==> src/rtl/dbus_master.sv <==
// Data-bus initiator for the CPU load/store path: turns one byte/half/word request
// into a word-aligned d_* bus access and returns extended load data or a fault.
module dbus_master #(
  parameter int unsigned TIMEOUT_CYCLES = 255
) (
  input  logic        clk,
  input  logic        rst_n,
  input  logic        req_valid,
  output logic        req_ready,
  input  logic        req_wr,
  input  logic [1:0]  req_size,
  input  logic        req_signed,
  input  logic [31:0] req_addr,
  input  logic [31:0] req_wdata,
  output logic        rsp_valid,
  output logic [31:0] rsp_data,
  output logic        rsp_fault,
  output logic        d_access,
  output logic [31:0] d_addr,
  output logic [3:0]  d_bytesel,
  output logic [31:0] d_wr_val,
  output logic        d_wr_en,
  input  logic [31:0] d_data,
  input  logic        d_ack
);

  typedef enum logic [1:0] {S_IDLE, S_ACCESS, S_WAIT, S_RESP} state_e;

  localparam logic [15:0] TO_LAST = 16'(TIMEOUT_CYCLES - 1);

  state_e      state_q, state_d;
  logic [15:0] cnt_q, cnt_d;
  logic [31:0] addr_q, addr_d;
  logic [3:0]  bsel_q, bsel_d;
  logic [31:0] wval_q, wval_d;
  logic        wen_q, wen_d;
  logic        wr_q, wr_d;
  logic [1:0]  size_q, size_d;
  logic        sgn_q, sgn_d;
  logic [1:0]  lane_q, lane_d;
  logic [31:0] rdata_q, rdata_d;
  logic        fault_q, fault_d;

  logic        illegal;
  logic [3:0]  bsel_c;
  logic [31:0] wval_c;
  logic [7:0]  rd_byte;
  logic [15:0] rd_half;
  logic [31:0] rd_ext;

  assign illegal = (req_size == 2'b11)
                 || (req_size == 2'b01 && req_addr[0])
                 || (req_size == 2'b10 && req_addr[1:0] != 2'b00);

  always_comb begin
    case (req_size)
      2'b00:   begin bsel_c = 4'b0001 << req_addr[1:0];          wval_c = {4{req_wdata[7:0]}};  end
      2'b01:   begin bsel_c = 4'b0011 << {req_addr[1], 1'b0};    wval_c = {2{req_wdata[15:0]}}; end
      default: begin bsel_c = 4'b1111;                           wval_c = req_wdata;            end
    endcase
  end

  // Lane extraction uses the address captured at acceptance, not the live request.
  assign rd_byte = d_data[{lane_q, 3'b000} +: 8];
  assign rd_half = d_data[{lane_q[1], 4'b0000} +: 16];

  always_comb begin
    case (size_q)
      2'b00:   rd_ext = {{24{sgn_q & rd_byte[7]}}, rd_byte};
      2'b01:   rd_ext = {{16{sgn_q & rd_half[15]}}, rd_half};
      default: rd_ext = d_data;
    endcase
  end

  always_comb begin
    // NOTE: every next-state signal defaults to its current value first, so no path
    // through the case below can leave one unassigned and infer a latch.
    state_d = state_q;
    cnt_d   = cnt_q;
    addr_d  = addr_q;
    bsel_d  = bsel_q;
    wval_d  = wval_q;
    wen_d   = wen_q;
    wr_d    = wr_q;
    size_d  = size_q;
    sgn_d   = sgn_q;
    lane_d  = lane_q;
    rdata_d = rdata_q;
    fault_d = fault_q;
    case (state_q)
      S_IDLE: begin
        if (req_valid) begin
          wr_d   = req_wr;
          size_d = req_size;
          sgn_d  = req_signed;
          lane_d = req_addr[1:0];
          if (illegal) begin
            fault_d = 1'b1;
            rdata_d = '0;
            state_d = S_RESP;
          end else begin
            addr_d  = {req_addr[31:2], 2'b00};
            bsel_d  = bsel_c;
            wval_d  = wval_c;
            wen_d   = req_wr;
            state_d = S_ACCESS;
          end
        end
      end
      S_ACCESS: begin
        cnt_d   = '0;
        state_d = S_WAIT;
      end
      S_WAIT: begin
        if (d_ack) begin
          fault_d = 1'b0;
          rdata_d = wr_q ? '0 : rd_ext;
          state_d = S_RESP;
        end else if (cnt_q == TO_LAST) begin
          fault_d = 1'b1;
          rdata_d = '0;
          state_d = S_RESP;
        end else begin
          cnt_d = cnt_q + 16'd1;
        end
      end
      default: begin
        wen_d   = 1'b0;
        fault_d = 1'b0;
        rdata_d = '0;
        state_d = S_IDLE;
      end
    endcase
  end

  // NOTE: every register here is plain control/datapath state with a defined reset
  // value, and all updates are non-blocking so the block reads pre-edge values.
  always_ff @(posedge clk or negedge rst_n) begin
    if (!rst_n) begin
      state_q <= S_IDLE;
      cnt_q   <= '0;
      addr_q  <= '0;
      bsel_q  <= '0;
      wval_q  <= '0;
      wen_q   <= 1'b0;
      wr_q    <= 1'b0;
      size_q  <= '0;
      sgn_q   <= 1'b0;
      lane_q  <= '0;
      rdata_q <= '0;
      fault_q <= 1'b0;
    end else begin
      state_q <= state_d;
      cnt_q   <= cnt_d;
      addr_q  <= addr_d;
      bsel_q  <= bsel_d;
      wval_q  <= wval_d;
      wen_q   <= wen_d;
      wr_q    <= wr_d;
      size_q  <= size_d;
      sgn_q   <= sgn_d;
      lane_q  <= lane_d;
      rdata_q <= rdata_d;
      fault_q <= fault_d;
    end
  end

  assign req_ready = (state_q == S_IDLE);
  assign rsp_valid = (state_q == S_RESP);
  assign rsp_data  = rdata_q;
  assign rsp_fault = fault_q;
  assign d_access  = (state_q == S_ACCESS);
  assign d_addr    = addr_q;
  assign d_bytesel = bsel_q;
  assign d_wr_val  = wval_q;
  assign d_wr_en   = wen_q;

endmodule

==> config.mk <==
export PLATFORM = sky130hd
export DESIGN_NAME = dbus_master
export DESIGN_NICKNAME = d
export VERILOG_FILES = /design/src/rtl/dbus_master.sv
export SDC_FILE = /design/constraint.sdc
export NUM_CORES = 1
export LEC_CHECK = 0
export CORE_MARGIN = 4
export CORE_UTILIZATION = 35
export DETAILED_ROUTE_END_ITERATION = 6
export PLACE_DENSITY = 0.67
export SETUP_SLACK_MARGIN = 0.4
export SLEW_MARGIN = 0
export SYNTH_ARGS = -nofsm -noshare
export SYNTH_HDL_FRONTEND = slang
export SYNTH_SLANG_ARGS = --single-unit
==> constraint.sdc <==
create_clock -name clk -period 3 [get_ports clk]
set_input_delay 0.6 -clock clk [delete_from_list [all_inputs] [get_ports clk]]
set_output_delay 0.6 -clock clk [all_outputs]
set_load 0.02 [all_outputs]
==> results.yml <==
outcome:
  status: "finished clean"
pwr:
  power.density_mw_per_mm2: 995
  leakagePower_nw: 3.78
  irDropWorstVdd_uv: 558
synth:
  synth_area_leaders: "dfrtp_1, mux2_2, nand2_1, o21ai_0, mux2i_1"
  yosys_warnings: 0
  yosysTopAreaCellShare_pct: 50.8
  synth_edf_count: 0
  synth_cells: 610
  ys_async_sr_fraction_pct: 100
  avgSynthCellArea_um2: 10.0
  netlist_area_mm2: 0.00611
  ys_types: 55
  synth_seq_cells: 124
  ys.flop_type: "dfrtp_1"
  seq_area_frac_synth_pct: 50.8
  synth_top_area_cell: "dfrtp_1"
detailed_routing:
  routed_via_density: 5.12
  first_pass_iters: 5
  post_drt_wl_per_cell_um: 17.2
  wirelength_um: 18000
  via_count: 5369
  drc: 0
  drt_iter0_markers: 318
  ant_nets: 0
global_routing:
  antenna_found_initial: 1
  grt_use_total_pct: 18.3
  grt_max_degree: 94
  grt_pass1_vias: 5282
  met2_usage_pct: 28.2
  top_usage_layer: "met2"
  use_met1_pct: 24.1
  overflow: 0
  grt_pass1_wl_um: 28700
  grt_use_met3_pct: 5.63
sta:
  tightest_slew_ns: 0.912
  maxSlewHeadroom_pct: 39.0
  rsz0062_at_grt: "false"
  setup_violations: 0
  fmaxAchievable_ghz: 0.396
  setup-tns-final_ns: 0
  clock_skew_ns: 0.0100
  maxSlewViolCount: 0
  hold_violations: 0
  finalCritPeriodShare_pct: 84.1
  setup_slack_ns: 0.476
  fin_crit_ns: 2.52
cts:
  clockBufferDepth: 2
  cts_buffers: 17
  cts_sinks: 124
  root_buffer: "clkbuf_16"
  ctsHoldBuffers: 0
  cts_tree: "yes"
  path_clk_slew_ns: 0.06
  ctsHtreeMaxLevel: 4
  clock_latency_ns: 0.42
worst_setup_path:
  path_class: "register to primary output"
  critPathLaunchType: "register"
  cp_max_fo: 5
  crit_path_end_kind: "primary output"
  cp.arrival_ns: 1.92
  critPathRequiredTime_ns: 2.40
  cp_cell_sequence: "inv_1, ha_1, clkdlybuf4s50_1"
  ff2ff_path_depth: 7
  crit_slowest_cell: "clkdlybuf4s50_1"
  slowest_delay_ns: 0.66
hold_path:
  hold_path_class: "primary input to async pin"
layout:
  layout_common_cells: "clkdlybuf4s50_1, dfrtp_1, nand2_1, o21ai_0, a21oi_1"
  layout-drive-gt1-share_pct: 12.6
  final_common_cell: "clkdlybuf4s50_1"
  syn2layout_area_growth_pct: 47.3
  fin_nets: 920
floorplan:
  rows: 48
  die_area_mm2: 0.0196
  io_pins: 209
  die_h_um: 140
  core_area_mm2: 0.0172
  die_x_um: 140
  start_util_pct: 35.6
placed_design:
  dp_hpwl_um: 13000
  gp_congestion: 0.803
  pre_cts_ws_ns: 0.134
  place.port_buffers: 206
flow_run:
  cap_violations: 0
[per-stage QoR]
step	power (mW)	hold WS (ns)	area, um2	instances	util (%)
floorplan	5.03	0.304	6110	611	-
global placement	6.91	0.459	8400	1015	48.9
detailed placement	6.97	0.465	8400	1015	48.9
CTS	9.05	0.201	8980	1047	52.3
global route	9.55	0.221	9000	1049	52.4
finish	8.95	0.183	9000	1049	52.4
[flip-flops by register name, summed over array words and instances (netlist names)]
| signal | flops |
|---|---|
| d_wr_en | 1 |
| d_wr_val | 32 |
| lane_q | 2 |
| d_addr | 30 |
| rsp_fault | 1 |
| size_q | 2 |
| rsp_data | 32 |
| sgn_q | 1 |
| state_q | 2 |
| wr_q | 1 |
| cnt_q | 16 |
| d_bytesel | 4 |
[cells by family after synthesis]
| group | share of synthesized area [%] |
|---|---|
| compound gates | 17.7 |
| fa+ha+maj | 1.23 |
| buf+inv | 4.12 |
| flops | 50.8 |
| mux | 12.4 |
| other cells | 0.0614 |
| simple gates | 13.6 |
[timing repair]
action / CTS / global route
gates resized for setup: 0 / 1
setup buffers: 0 / 0
endpoints found under the setup margin: 0 / 16
[path summary, 6_finish.rpt]
path,start,endpoint,slack [ns]
worst max-delay path,state_q[0]$_DFFE_PN0P_,req_ready,0.48
worst min-delay path,rst_n,d_addr[22]$_DFFE_PN0P_,0.18
worst max register to register,cnt_q[0]$_DFFE_PN0P_,state_q[1]$_DFFE_PN0P_,0.82
worst min register to register,rsp_data[30]$_DFFE_PN0P_,rsp_data[30]$_DFFE_PN0P_,0.47
max in group asynchronous,rst_n,rsp_data[24]$_DFFE_PN0P_,1.96
min in group clk,rsp_data[30]$_DFFE_PN0P_,rsp_data[30]$_DFFE_PN0P_,0.47
[power by group]
group / total, mW / internal (mW) / switching, mW
Combinational: 4.17 / 1.89 / 2.28
Sequential: 2.74 / 2.32 / 0.424
Clock: 2.04 / 1.25 / 0.786
[worst max-delay path: cells and delay by family, from the launching register on]
family	cells	cell delay [ns]
buffers and inverters	2	0.80
adders and majority gates	1	0.31
DFF	1	0.40
[final cells by class]
cell class,instances,area [um2]
Antenna cell,1,2.50
Clock buffer,20,447
Clock inverter,12,138
Fill cell,1560,8180
Inverter,17,63.8
Multi-Input combinational cell,431,2780
Sequential cell,124,3100
Tap cell,225,282
Timing Repair Buffer,219,2180
[per-layer routing]
metal,routed length (um),vias to the layer above
li1,-,2588
met3,1370,25
met5,0,-
met2,8570,189
met4,402,0
met1,7690,2567
[synth_stat cells (2+ instances only)]
library cell  number
a211o_1            3
a21o_1             2
a21oi_1           48
a221oi_1           2
a22o_1             3
a22oi_1            2
a31oi_1            9
and3_1             2
buf_1              3
buf_2              9
buf_4              3
buf_6              2
clkbuf_1          23
dfrtp_1          124
ha_1               6
inv_1             16
mux2_1             3
mux2_2            42
mux2i_1           25
nand2_1           82
nand2b_1          12
nand3_1           11
nand4_1            4
nand4b_1           2
nor2_1            32
nor2b_1            2
nor3_1             3
nor3b_1            2
nor4_1             4
nor4b_1            2
o211a_1            2
o211ai_1           3
o21ai_0           60
o21ai_1            2
o221ai_1           8
o31ai_1           21
or2_1              2
or2_2              9
or4_1              4
Power figures use the tool's default switching activity.
